[src/rtl/mmm_pkg.sv]
// Shared definitions for the mmm_* Montgomery multiplier family.
package mmm_pkg;

  localparam logic [1:0] ST_IDLE  = 2'd0;
  localparam logic [1:0] ST_ITER  = 2'd1;
  localparam logic [1:0] ST_FINAL = 2'd2;

  typedef enum logic [1:0] {
    IDLE  = ST_IDLE,
    ITER  = ST_ITER,
    FINAL = ST_FINAL
  } state_e;

  function automatic int clog2(input int v);
    int r;
    r = 0;
    while ((1 << r) < v) r++;
    return r;
  endfunction

endpackage

[src/rtl/mmm_digit_step.sv]
// One radix-2^D Montgomery iteration: s_ns = (s + ai*b + q*n) / 2^D.
module mmm_digit_step #(
  parameter int N = 32,
  parameter int D = 1
) (
  input  logic [N:0]   s_ps,
  input  logic [D-1:0] a_digit,
  input  logic [N-1:0] b,
  input  logic [N-1:0] n,
  input  logic [D-1:0] n_prime,
  output logic [N:0]   s_ns
);

  localparam int W  = N + D + 1;
  localparam int SW = N + 1;

  logic [W-1:0] t;
  logic [W-1:0] u;
  logic [D-1:0] q;

  // q makes the low D bits of t + q*n zero, so the shift below is exact.
  always_comb begin
    t    = W'(s_ps) + W'(a_digit) * W'(b);
    q    = t[D-1:0] * n_prime;
    u    = t + W'(q) * W'(n);
    s_ns = SW'(u >> D);
  end

endmodule

[src/rtl/mmm_radix.sv]
// Sequential radix-2^D Montgomery multiplier: y = a*b*2^(-N) mod n, fully reduced.
//   state | meaning
//   IDLE  | ready=1, waiting for start; operands latched on accept
//   ITER  | one D-bit digit of a consumed per cycle, N/D cycles
//   FINAL | conditional subtraction into y, done pulse
module mmm_radix
  import mmm_pkg::*;
#(
  parameter int N = 32,
  parameter int D = 1
) (
  input  logic         clk,
  input  logic         rn,
  input  logic         start,
  input  logic [N-1:0] a,
  input  logic [N-1:0] b,
  input  logic [N-1:0] n,
  input  logic [D-1:0] n_prime,
  output logic         ready,
  output logic         done,
  output logic [N-1:0] y
);

  localparam int STEPS = N / D;
  localparam int CW    = clog2(STEPS) + 1;

  if (N % D != 0) begin : g_bad_digit
    $error("mmm_radix: N must be a multiple of D");
  end

  state_e         state;
  logic [N-1:0]   a_reg;
  logic [N-1:0]   b_reg;
  logic [N-1:0]   n_reg;
  logic [D-1:0]   np_reg;
  logic [N:0]     s;
  logic [N:0]     s_ns;
  logic [N:0]     s_red;
  logic [CW-1:0]  cnt;

  mmm_digit_step #(.N(N), .D(D)) u_step (
    .s_ps    (s),
    .a_digit (a_reg[D-1:0]),
    .b       (b_reg),
    .n       (n_reg),
    .n_prime (np_reg),
    .s_ns    (s_ns)
  );

  // s < 2n, so a single subtraction fully reduces it.
  assign s_red = (s >= {1'b0, n_reg}) ? s - {1'b0, n_reg} : s;

  always_ff @(posedge clk or negedge rn) begin
    if (!rn) begin
      state  <= IDLE;
      a_reg  <= '0;
      b_reg  <= '0;
      n_reg  <= '0;
      np_reg <= '0;
      s      <= '0;
      cnt    <= '0;
      ready  <= 1'b1;
      done   <= 1'b0;
      y      <= '0;
    end else begin
      done <= 1'b0;
      case (state)
        IDLE: begin
          if (start) begin
            a_reg  <= a;
            b_reg  <= b;
            n_reg  <= n;
            np_reg <= n_prime;
            s      <= '0;
            cnt    <= '0;
            ready  <= 1'b0;
            state  <= ITER;
          end
        end
        ITER: begin
          s     <= s_ns;
          a_reg <= a_reg >> D;
          cnt   <= cnt + CW'(1);
          if (cnt == CW'(STEPS - 1)) state <= FINAL;
        end
        FINAL: begin
          y     <= N'(s_red);
          done  <= 1'b1;
          ready <= 1'b1;
          state <= IDLE;
        end
        default: state <= IDLE;
      endcase
    end
  end

endmodule

[config.mk]
export PLATFORM = sky130hd
export DESIGN_NAME = mmm_radix
export DESIGN_NICKNAME = d
export VERILOG_FILES = /design/src/rtl/mmm_pkg.sv /design/src/rtl/mmm_digit_step.sv /design/src/rtl/mmm_radix.sv
export SDC_FILE = /design/constraint.sdc
export NUM_CORES = 1
export LEC_CHECK = 0
export CAP_MARGIN = 20
export CORE_ASPECT_RATIO = 0.8
export CORE_MARGIN = 2
export CORE_UTILIZATION = 30
export CTS_CLUSTER_SIZE = 12
export DETAILED_ROUTE_END_ITERATION = 12
export PLACE_DENSITY = 0.58
export SYNTH_ARGS = -nofsm -noshare
export SYNTH_HDL_FRONTEND = slang
export SYNTH_SLANG_ARGS = --single-unit
[constraint.sdc]
create_clock -name clk -period 6.4 [get_ports clk]
set_input_delay 1.28 -clock clk [delete_from_list [all_inputs] [get_ports clk]]
set_output_delay 1.28 -clock clk [all_outputs]
set_load 0.005 [all_outputs]
==> results.md <==
* EDFF count, synth at 0
* Clk sinks at 172
* Gr busiest metal: met1
* Pleak at 6.76 nW
* Worst EP arrival at 5950 ps
* CP bufs+invs at 1
* CP Launch Type: flop
* CP Max Fanout at 16
* Met2 usage at 26.6%
* Setup TNS at 0 ps
* Status: finished, final reports clean
* Die ar. at 0.0417 mm^2
* Drt drc at 0
* Met3 usage at 4.12%
* Root Driver: clkbuf_16
* Top_reg_cell synth: dfrtp_1
* GP Congestion at 0.893
* Pin count of the biggest net entering global routing at 82
* RSZ-0062 raised after global routing: false
* CP max stage delay at 590 ps
* Largest Register: s
* Post-CTS Resized at 0
* Avg Synthesized Cell Area at 8.29 um^2
* Clock buffer count from CTS at 17
* Final setup fails at 0
* Cell Area, Placed at 0.0139 mm^2
* Tmin final at 5620 ps
* CP dominant cell by count: o21ai_0
* CP Depth at 24
* DRT iter0 DRCs at 686
* Vias in the first global route at 10594
* R2R depth at 24
* Cell taking the most area after synthesis: dfrtp_1
* Pwr Density at 555 mW/mm^2
* Worst hold path class: reg -> reg
* DRT Wirelength at 36700 um
* Port bufs at 133
* Clock Latency Late Sink at 470 ps
* Hold path depth at 2
* CTS tree: yes
* Horiz. Die Dim at 228 um
* Area grow syn2layout at 20.5%
* Worst-Margin Slew at 958 ps
* Power, Total at 8.03 mW
* Post-Syn Nets at 1648
* Synth top area cells: dfrtp_1 36%, ha_1 10%, nand2_1 8.7%
* Seq cells post-synth at 172
* Ant diodes at 0
* Final Cell Area at 0.0145 mm^2
* Wire per inst at 17.5 um
* Drt pass-1 iters at 5
* Layout fillers at 4064
* Worst IR drop on VDD at 158 uV
* Reg clk slew, reported paths at 80 ps
* Fin nets at 1751
* Synth Warn # at 0
* Syn Std Cell Area at 0.0120 mm^2
* CP top delay family: compound AO/OA/AOI/OAI gates
* Vias post-DR at 10784
* Final Skew at 15.8 ps
* Io pins at 134
* Post-DRT Antenna Nets at 0
* Top cell type's share of synthesized area at 35.6%
* Slowest cell on crit path: dfrtp_1
* CP Data Required Time at 6730 ps
* Most common library cell in the layout ignoring fill and taps: nand2_1
* Chip height at 183 um
* Crit Path Class: reg -> reg
* Final hold vios at 0
* Seq/Total Area, Yosys at 35.9%
* Post-detail-place hpwl at 27600 um
* Count of cell types in the netlist at 70
* Gate Count Post-Synth at 1449
* H-tree depth reported by CTS at 4
* Crit. End Element: flop
* Max Transition Viols Final at 0
* Row count at 65
* Hold buffer count at cts at 0
* CTS Buffer Depth at 2
* Post-synth ARST share at 100%
* Total Routing Usage GR at 18.2%
* Post-CTS Setup Inserts at 0
* First-pass GRT wire length at 58700 um
* Ratio of cells with drive above 1 in the final layout at 4.66%
* Final period util at 87.8%
* Vias per inst at 5.13
* CP cell instances: and2_1 > ha_1 > inv_1 > fa_1 > nor2b_1 > o21ai_0 > a21oi_1 > o21ai_0 > nand2b_1 > a21o_1 > a21oi_1 > xnor2_1 > ha_1 > or3_1 > a221oi_1 > a211oi_1 > o22a_1 > and3_1 > o221ai_1 > nor2b_1 > o21ai_0 > a31oi_1 > xor2_1 > o21ai_0
* Gr ovfl total at 0
* Fmax achieved at 0.178 GHz
* Initial antenna violation count at 3
* Met1 Use GR at 26.9%
* Max FFs per register at 33
* Worst slew margin at 36.1%
* Core area at 0.0394 mm^2
* Most frequent cells in the layout: 277 x nand2_1, 171 x dfrtp_1, 132 x clkdlybuf4s50_1, 125 x o21ai_0, 96 x ha_1
* Initial Util at 30.4%
* Max Cap Viol at 0
layer usage:
layer  vias up  wire (um)
met3        36       2050
met4         2        590
met5         -         16
met1      5187      18500
li1       5299          -
met2       260      15500
where the power goes:
part	switching (mW)	total [mW]	internal, mW
logic	2.92	5.06	2.13
registers	0.359	1.88	1.53
clock network	0.533	1.09	0.558
total	3.81	8.03	4.22
tightest hold or removal path: cells and delay by family, from the launching register on:
kind | cells | cell delay, ps
flip-flops | 1 | 370
AND/OR/NAND/NOR | 2 | 100
cell families after synthesis:
kind of cell	after synthesis	share of synthesized area, %
DFF	172	35.9
xor gates and xnor gates	81	5.91
and+or+nand+nor	542	20.7
muxes	10	0.844
adders and majority gates	99	10.5
AOI/OAI and AO/OA	421	22.0
buffers and inverters	124	4.14
path summary, 6_finish.rpt:
path / start / end / slack (ps)
max in group asynchronous: rn / done$_DFF_PN0_ / 4290
hold reg to reg: ready$_DFFE_PN1P_ / ready$_DFFE_PN1P_ / 470
setup reg to reg: a_reg[0]$_DFFE_PN0P_ / s[26]$_DFFE_PN0P_ / 780
min in group asynchronous: rn / a_reg[24]$_DFFE_PN0P_ / 830
hold / removal: ready$_DFFE_PN1P_ / ready$_DFFE_PN1P_ / 470
setup / recovery: a_reg[0]$_DFFE_PN0P_ / s[26]$_DFFE_PN0P_ / 780
layout make-up:
cell class              count  area [um^2]  share of cell area (%)
flip-flops and latches    172         4310                    29.8
inverters                  61          229                    1.58
clock inverters            15          173                    1.19
clock buffers              17          425                    2.94
repair buffers            147         1440                    9.94
well taps                 536          671                    4.64
multi-input cells        1153         7220                    49.9
synthesized netlist by cell type, types with 2 or more instances:
cell type	n
o2111ai_1	2
a21o_1	40
xor2_1	28
nor2b_1	14
ha_1	96
a22oi_1	32
dfrtp_1	171
xnor2_1	53
a21oi_2	2
nand2b_1	22
o21ai_0	125
buf_1	5
o21bai_1	12
a221o_1	2
or3_1	4
nand4_1	11
or2_2	5
and3_1	43
a31oi_1	12
fa_1	3
o31a_1	2
nor2_1	59
o31ai_1	11
a221oi_1	4
o211ai_1	6
o21ai_1	24
o221ai_1	2
a41oi_1	3
a21boi_0	2
and2_1	39
or4_1	3
buf_4	2
clkbuf_1	52
buf_6	3
nand3_1	51
a31o_2	3
a211oi_1	10
nand2_1	277
mux2i_1	9
nor3_1	9
o21a_1	21
a21oi_1	88
inv_1	60
metrics by stage:
stage	hold WS, ps	utilization (%)	std cells	setup WS (ps)
after floorplan	438	-	1449	1430
after global placement	447	35.2	2069	884
after detailed placement	458	35.2	2069	804
after CTS	478	36.7	2101	765
after global routing	495	36.7	2101	178
final	470	36.7	2101	778
Power figures use the tool's default switching activity.
